[config.mk]
export PLATFORM = sky130hd
export DESIGN_NAME = even_parity_uart_tx
export DESIGN_NICKNAME = d
export VERILOG_FILES = /design/src/rtl/uart_frame_pkg.sv /design/src/rtl/even_parity_gen.sv /design/src/rtl/even_parity_uart_tx.sv
export SDC_FILE = /design/constraint.sdc
export NUM_CORES = 1
export LEC_CHECK = 0
export ABC_AREA = 1
export BUFFER_PORTS_ARGS = -buffer_cell sky130_fd_sc_hd__buf_4
export CAP_MARGIN = 5
export CELL_PAD_IN_SITES_DETAIL_PLACEMENT = 1
export CELL_PAD_IN_SITES_GLOBAL_PLACEMENT = 1
export CORE_ASPECT_RATIO = 0.8
export CORE_MARGIN = 8
export CORE_UTILIZATION = 39
export CTS_BUF_LIST = sky130_fd_sc_hd__clkbuf_16
export CTS_CLUSTER_DIAMETER = 100
export DETAILED_ROUTE_END_ITERATION = 7
export PLACE_DENSITY = 0.86
export SYNTH_ARGS = -nofsm -noshare
export SYNTH_HDL_FRONTEND = slang
export SYNTH_HIERARCHICAL = 1
export SYNTH_SLANG_ARGS = --single-unit
[constraint.sdc]
create_clock -name clk -period 1.71 [get_ports clk]
set_clock_uncertainty 0.2 [all_clocks]
set_input_delay 0.342 -clock clk [delete_from_list [all_inputs] [get_ports clk]]
set_output_delay 0.342 -clock clk [all_outputs]
set_load 0.03 [all_outputs]
[src/rtl/uart_frame_pkg.sv]
// Shared frame definitions for the even-parity UART transmitter and its receiver-side peers.
package uart_frame_pkg;

  typedef enum logic [2:0] {
    IDLE,
    START,
    DATA,
    PARITY,
    STOP
  } state_e;

  localparam int   DATA_BITS   = 8;
  localparam int   FRAME_BITS  = 11;
  localparam logic START_LEVEL = 1'b0;
  localparam logic STOP_LEVEL  = 1'b1;
  localparam logic IDLE_LEVEL  = 1'b1;

endpackage

[src/rtl/even_parity_gen.sv]
// Combinational even-parity bit for one byte; the receiver reuses it to check frames.
module even_parity_gen
  import uart_frame_pkg::*;
(
  input  logic [DATA_BITS-1:0] data,
  output logic                 parity
);

  assign parity = ^data;

endmodule

[src/rtl/even_parity_uart_tx.sv]
// Start / 8 data LSB-first / even parity / stop serializer with a valid/ready byte input.
module even_parity_uart_tx
  import uart_frame_pkg::*;
#(
  parameter int CLKS_PER_BIT = 4
) (
  input  logic                 clk,
  input  logic                 rst,
  input  logic [DATA_BITS-1:0] data_in,
  input  logic                 valid,
  output logic                 ready,
  output logic                 tx,
  output logic                 busy,
  output logic                 parity_out,
  output state_e               state_dbg
);

  // Handshake: a byte moves on a rising edge where valid && ready; ready is high only in IDLE.
  localparam int             CW        = (CLKS_PER_BIT > 1) ? $clog2(CLKS_PER_BIT) : 1;
  localparam logic [CW-1:0]  BAUD_LAST = CW'(CLKS_PER_BIT - 1);

  state_e                 state_q, state_d;
  logic [CW-1:0]          baud_q, baud_d;
  logic [2:0]             bit_idx_q, bit_idx_d;
  logic [DATA_BITS-1:0]   shift_q, shift_d;
  logic                   tx_q, tx_d;
  logic                   ready_q, ready_d;
  logic                   busy_q, busy_d;
  logic                   parity_q, parity_d;
  logic                   byte_parity;
  logic                   bit_end;

  even_parity_gen u_parity (
    .data   (data_in),
    .parity (byte_parity)
  );

  assign bit_end = (baud_q == BAUD_LAST);

  always_comb begin
    state_d   = state_q;
    baud_d    = bit_end ? '0 : baud_q + 1'b1;
    bit_idx_d = bit_idx_q;
    shift_d   = shift_q;
    tx_d      = tx_q;
    ready_d   = ready_q;
    busy_d    = busy_q;
    parity_d  = parity_q;
    case (state_q)
      IDLE: begin
        baud_d = '0;
        if (valid && ready_q) begin
          state_d   = START;
          shift_d   = data_in;
          parity_d  = byte_parity;
          bit_idx_d = '0;
          tx_d      = START_LEVEL;
          ready_d   = 1'b0;
          busy_d    = 1'b1;
        end
      end
      START: begin
        if (bit_end) begin
          state_d = DATA;
          tx_d    = shift_q[0];
        end
      end
      DATA: begin
        // tx is registered, so the next bit is taken from shift_q[1] as the register shifts.
        if (bit_end) begin
          if (bit_idx_q == 3'd7) begin
            state_d = PARITY;
            tx_d    = parity_q;
          end else begin
            shift_d   = shift_q >> 1;
            tx_d      = shift_q[1];
            bit_idx_d = bit_idx_q + 3'd1;
          end
        end
      end
      PARITY: begin
        if (bit_end) begin
          state_d = STOP;
          tx_d    = STOP_LEVEL;
        end
      end
      STOP: begin
        if (bit_end) begin
          state_d = IDLE;
          tx_d    = IDLE_LEVEL;
          ready_d = 1'b1;
          busy_d  = 1'b0;
        end
      end
      default: begin
        state_d = IDLE;
        baud_d  = '0;
        tx_d    = IDLE_LEVEL;
        ready_d = 1'b1;
        busy_d  = 1'b0;
      end
    endcase
  end

  always_ff @(posedge clk) begin
    if (rst) begin
      state_q   <= IDLE;
      baud_q    <= '0;
      bit_idx_q <= '0;
      shift_q   <= '0;
      tx_q      <= IDLE_LEVEL;
      ready_q   <= 1'b1;
      busy_q    <= 1'b0;
      parity_q  <= 1'b0;
    end else begin
      state_q   <= state_d;
      baud_q    <= baud_d;
      bit_idx_q <= bit_idx_d;
      shift_q   <= shift_d;
      tx_q      <= tx_d;
      ready_q   <= ready_d;
      busy_q    <= busy_d;
      parity_q  <= parity_d;
    end
  end

  assign ready      = ready_q;
  assign tx         = tx_q;
  assign busy       = busy_q;
  assign parity_out = parity_q;
  assign state_dbg  = state_q;

endmodule

==> flow_metrics.env, run 1 <==
export IMPL_cp_end_kind="flop"
export IMPL_clockBufferDepth=2
export IMPL_synthTopCellsByCount="86 x nand2_1, 26 x nor2_1, 20 x dfxtp_1"
export IMPL_synth_cell_type_count=22
export IMPL_grt_pass1_vias=1312
export IMPL_drt_iter0_drc=54
export IMPL_nFillCells=415
export IMPL_synth_ff_type="dfxtp_1"
export IMPL_cts_buffers=3
export IMPL_slew_headroom_pct=69.6
export IMPL_dpl_hpwl_um=2570
export IMPL_fin_crit_sh_pct=98.9
export IMPL_slew_viol_final=0
export IMPL_cp_max_fo=6
export IMPL_die_h_um=66.2
export IMPL_cts_tree="built"
export IMPL_grt_total_usage_pct=14.1
export IMPL_nNetsFinal=232
export IMPL_path_cells="ha_4 -> ha_4 -> inv_2 -> nand3_4 -> a21oi_4 -> buf_12 -> nand2_1 -> nand2_1 -> nor2_1"
export IMPL_holdCritPathClass="in -> reg"
export IMPL_grt_pass1_wl_um=5930
export IMPL_vias_per_cell=5.07
export IMPL_finalHoldViolCount=0
export IMPL_drv_cap=0
export IMPL_min_period_ps=1690
export IMPL_max_slew_worst_pin_slew_ps=456
export IMPL_synth_seq_area_share_pct=32.7
export IMPL_cts_htree_levels=1
export IMPL_yosysMostFrequentCell="nand2_1"
export IMPL_clock_latency_ps=250
export IMPL_firstDrtPassIters=5
export IMPL_grt_max_degree=15
export IMPL_synth_seq_cells=20
export IMPL_drc=0
export IMPL_setup_viol=0
export IMPL_io_buffers=17
export IMPL_timing_worst_setup_path_type="reg -> reg"
export IMPL_clkTransAtPathRegs_ps=60
export IMPL_peakVddDrop_mv=1.00
export IMPL_synth_top_cell_by_area="dfxtp_1"
export IMPL_area_growth_pct=27.6
export IMPL_crit_slowest_cell="dfxtp_2"
export IMPL_io_pins=18
export IMPL_post_route_util_pct=51.4
export IMPL_clockRootBuffer="clkbuf_16"
export IMPL_vias=1303
export IMPL_dieWidth_um=78.7
export IMPL_arrival_ps=1640
export IMPL_gp_congestion=0.769
export IMPL_post_drt_wl_per_cell_um=14.8
export IMPL_antenna_found_initial=0
export IMPL_syn_nets=207
export IMPL_worstSetupStartpointType="flop"
export IMPL_overflow=0
export IMPL_fmax_mhz=591
export IMPL_antenna_cells=0
export IMPL_drive_gt1_share_pct=20.7
export IMPL_ys_warn_count=6
export IMPL_yosys_top_cells_area="dfxtp_1 33%, nand2_1 26%, nor2_1 8.0%"
export IMPL_initial_core_util_pct=40.3
export IMPL_critPathMaxStageDelay_ps=340
export IMPL_synth_edf_count=0
export IMPL_syn_avg_cell_area_um2=6.35
export IMPL_leakage_nw=0.805
export IMPL_dieArea_um2=5210
export IMPL_power_density_nw_per_um2=2160
export IMPL_yosys_area_top_type_share_pct=32.7
export IMPL_core_um2=3040
export IMPL_required_ps=1650
export IMPL_final_area_um2=1560
export IMPL_ys_async_sr_fraction_pct=0
export IMPL_drt_wl_total_um=3810
export IMPL_reg2reg_slack_ps=20
export IMPL_rows=18
export IMPL_syn_inst=193
export IMPL_netlist_area_um2=1230
export IMPL_ant_nets=0
export IMPL_status="completed"
export IMPL_clock_sinks=20
export IMPL_placed_area_um2=1390
-- metal layers --
metal,track usage (%),up-vias,wire length (µm)
met4,2.07,0,46
li1,-,646,-
met2,27.2,25,2000
met3,3.53,7,126
met5,0,-,0
met1,15.5,625,1630
-- power by group --
group | switching (W) | leakage [nW] | internal, W
Sequential | 0.000178 | 0.166 | 0.000662
Combinational | 0.00125 | 0.601 | 0.000788
Clock | 0.000183 | 0.0385 | 0.000312
-- cells by family after synthesis --
logic type	after synthesis	synth area share, %
AO/OA/AOI/OAI	20	9.29
adder cells (fa/ha/maj)	3	3.06
buffers and inverters	22	8.47
flip-flops	20	32.7
AND/OR/NAND/NOR	128	46.5
-- path summary, 6_finish.rpt --
path	cells after the start	endpoint	startpoint
setup / recovery	9	bit_idx_q[1]	bit_idx_q[1]
hold reg to reg	1	baud_q[0]	baud_q[0]
hold / removal	2	busy	rst
setup reg to reg	9	bit_idx_q[1]	bit_idx_q[1]
-- registers in the layout, summed over array words and instances (netlist names) --
register / cells
shift_q: 8
bit_idx_q: 3
state_dbg: 3
baud_q: 2
busy: 1
parity_out: 1
ready: 1
tx: 1
-- what timing repair did --
action | 4_1_cts | 5_1_grt
setup buffers | 1 | 2
hold buffers | 0 | 0
resized for setup | 5 | 8
setup endpoints to repair | 10 | 15
gates cloned | 0 | 1
pin swaps | 1 | 1
-- cells in the final DEF (no fill, tap or decap) --
cell	Yosys	routed
ha_4	0	2
inv_4	1	1
nand2_4	2	3
nand2_1	86	85
o21ai_1	4	6
dfxtp_1	20	17
dfxtp_2	0	3
nand2_2	1	1
a21oi_1	5	5
inv_1	17	15
nor2_8	1	1
nor3b_1	1	1
inv_2	1	3
clkbuf_16	0	4
nand3_4	3	3
buf_12	0	1
nor3_1	2	2
a21oi_4	1	1
nand3_1	5	5
nor2_1	26	26
o21ai_0	9	7
ha_1	3	1
clkinv_1	0	1
buf_4	1	21
nor2_2	1	1
o211ai_1	1	1
-- stage by stage --
stage	setup WS, ps	cells	TNS (ps)	power [W]	hold WS (ps)
finish	18.5	257	0	0.00337	93.9
global route	-32.4	257	-78.7	0.00362	102
CTS	3.65	254	0	0.00317	94.9
detailed placement	-107	249	-506	0.00251	229
global placement	5.65	249	0	0.00240	214
floorplan	68.2	193	0	0.00208	205
-- final cells by class --
cell class	count	area, µm²	share of cell area [%]
clock buffers	3	75.1	4.80
clock inverters	1	3.75	0.240
inverters	19	73.8	4.72
multi-input cells	151	754	48.2
flip-flops and latches	20	404	25.8
well taps	40	50.0	3.20
repair buffers	23	203	13.0
-- worst max-delay path: cells and delay by family, from the launching register on --
kind,cells,cell delay [ps]
AOI/OAI and AO/OA,1,240
adders and majority gates,2,330
buffers and inverters,2,210
DFF,1,340
and+or+nand+nor,4,260
No activity file was read; power rests on OpenSTA's default activity.
==> run 2, diff against run 1 <==
clock period = 1.8 ns   (was 1.71 ns; I/O delays follow)
==> flow_metrics.env, run 2 (synthesis gave the netlist of run 1 again) <==
export IMPL_setup_viol=0
export IMPL_cts_buffers=3
export IMPL_path_buf_inv=2
export IMPL_largest_reg_flops=8
export IMPL_drt_iter0_drc=53
export IMPL_status="completed"
export IMPL_top_register="shift_q"
export IMPL_dieWidth_um=78.7
export IMPL_area_growth_pct=24.0
export IMPL_drive_gt1_share_pct=18.4
export IMPL_holdWs_ps=106
export IMPL_gp_congestion=0.791
export IMPL_firstDrtPassIters=4
export IMPL_placed_area_um2=1370
export IMPL_holdCritPathClass="in -> reg"
export IMPL_layout_commonest_cell="nand2_1"
export IMPL_cpLargestDelayFamily="adder cells"
export IMPL_ant_nets=0
export IMPL_required_ps=1790
export IMPL_clockBufferDepth=2
export IMPL_critPathMaxStageDelay_ps=320
export IMPL_leakage_nw=0.800
export IMPL_max_slew_worst_pin_slew_ps=447
export IMPL_post_route_util_pct=50.0
export IMPL_final_area_um2=1520
export IMPL_antenna_found_initial=0
export IMPL_fmax_mhz=577
export IMPL_core_um2=3040
export IMPL_grt_pass1_wl_um=5940
export IMPL_clockRootBuffer="clkbuf_16"
export IMPL_crit_slowest_cell="dfxtp_1"
export IMPL_overflow=0
export IMPL_min_period_ps=1730
export IMPL_clock_sinks=20
export IMPL_peakVddDrop_mv=0.960
export IMPL_fin_crit_sh_pct=96.3
export IMPL_cp_common_cell="nor2_1"
export IMPL_arrival_ps=1730
export IMPL_antenna_cells=0
export IMPL_vias=1246
export IMPL_slew_headroom_pct=70.2
export IMPL_nFillCells=412
export IMPL_cts_tree="built"
export IMPL_die_h_um=66.2
export IMPL_clock_latency_ps=260
export IMPL_rows=18
export IMPL_grt_pass1_vias=1313
export IMPL_cp_max_fo=6
export IMPL_grt_total_usage_pct=14.4
export IMPL_drv_cap=0
export IMPL_dpl_hpwl_um=2540
export IMPL_drt_wl_total_um=3570
export IMPL_vias_per_cell=4.85
export IMPL_initial_core_util_pct=40.3
export IMPL_post_drt_wl_per_cell_um=13.9
export IMPL_cts_htree_levels=1
export IMPL_most_common_layout_cells="86 x nand2_1, 26 x nor2_1, 21 x buf_4"
export IMPL_cp_end_kind="flop"
export IMPL_nNetsFinal=232
export IMPL_timing_worst_setup_path_type="reg -> reg"
export IMPL_worstSetupStartpointType="flop"
export IMPL_finalHoldViolCount=0
export IMPL_slew_viol_final=0
export IMPL_power_density_nw_per_um2=2030
export IMPL_io_pins=18
export IMPL_io_buffers=17
export IMPL_dieArea_um2=5210
export IMPL_grt_max_degree=15
export IMPL_clkTransAtPathRegs_ps=60
export IMPL_path_cells="ha_1 -> ha_2 -> inv_2 -> nand3_4 -> a21oi_4 -> buf_4 -> nor2_1 -> nor2_1"
export IMPL_drc=0
-- run 2: changes by cell type in the layout (fill, tap and decap cells not counted), sizes merged --
cell | before | now
buf | 22 | 23
clkbuf | 4 | 3
-- run 2: routing by layer --
| metal | track usage [%] | part of all wire [%] | vias to the layer above |
|---|---|---|---|
| met2 | 25.3 | 51 | 16 |
| met5 | 0 | 0 | - |
| met3 | 4.21 | 3.3 | 6 |
| li1 | - | - | 645 |
| met4 | 5.76 | 2.0 | 0 |
| met1 | 16.0 | 43 | 579 |
-- run 2: timing repair --
item / 4_1_cts / 5_1_grt
hold buffers: 0 / 0
buffers inserted: 3 / 3
endpoints found under the setup margin: 3 / 11
pin swaps: 1 / 2
gates resized for setup: 1 / 6
-- run 2: layout make-up --
cell class	instances	area [µm²]	area share, %
clock inverter	1	3.75	0.247
multi-input combinational	151	728	47.9
clock buffer	3	75.1	4.94
tap	40	50.0	3.29
inverter	19	73.8	4.86
sequential	20	400	26.3
timing repair buffer	23	189	12.4
-- run 2: per-stage QoR --
| step | power, W | instances | TNS, ps | setup slack, ps |
|---|---|---|---|---|
| after floorplan | 0.00198 | 193 | 0 | 158 |
| after global placement | 0.00225 | 247 | 0 | 103 |
| after detailed placement | 0.00235 | 247 | -44.1 | -34.6 |
| after CTS | 0.00293 | 254 | 0 | 23.0 |
| after global routing | 0.00334 | 257 | -1.06 | -1.06 |
| final | 0.00309 | 257 | 0 | 66.3 |
-- run 2: final timing paths --
path / endpoint / slack, ps / start / cells after the start
worst max-delay path: bit_idx_q[1] / 70 / bit_idx_q[0] / 8
worst min-delay path: shift_q[7] / 110 / rst / 2
worst max register to register: bit_idx_q[1] / 70 / bit_idx_q[0] / 8
worst min register to register: baud_q[0] / 240 / baud_q[0] / 1
-- run 2: worst reg2reg max path, cell delays in order (launching register included) --
cell and delay (ps):
dfxtp_1 320, ha_1 220, ha_2 210, inv_2 70, nand3_4 90, a21oi_4 260
buf_4 170, nor2_1 40, nor2_1 100
-- run 2: where the power goes --
part	internal, W	leakage, nW	switching (W)
Sequential	0.000622	0.165	0.000178
Combinational	0.000710	0.597	0.00112
Clock	0.000296	0.0385	0.000166
Total	0.00163	0.800	0.00146
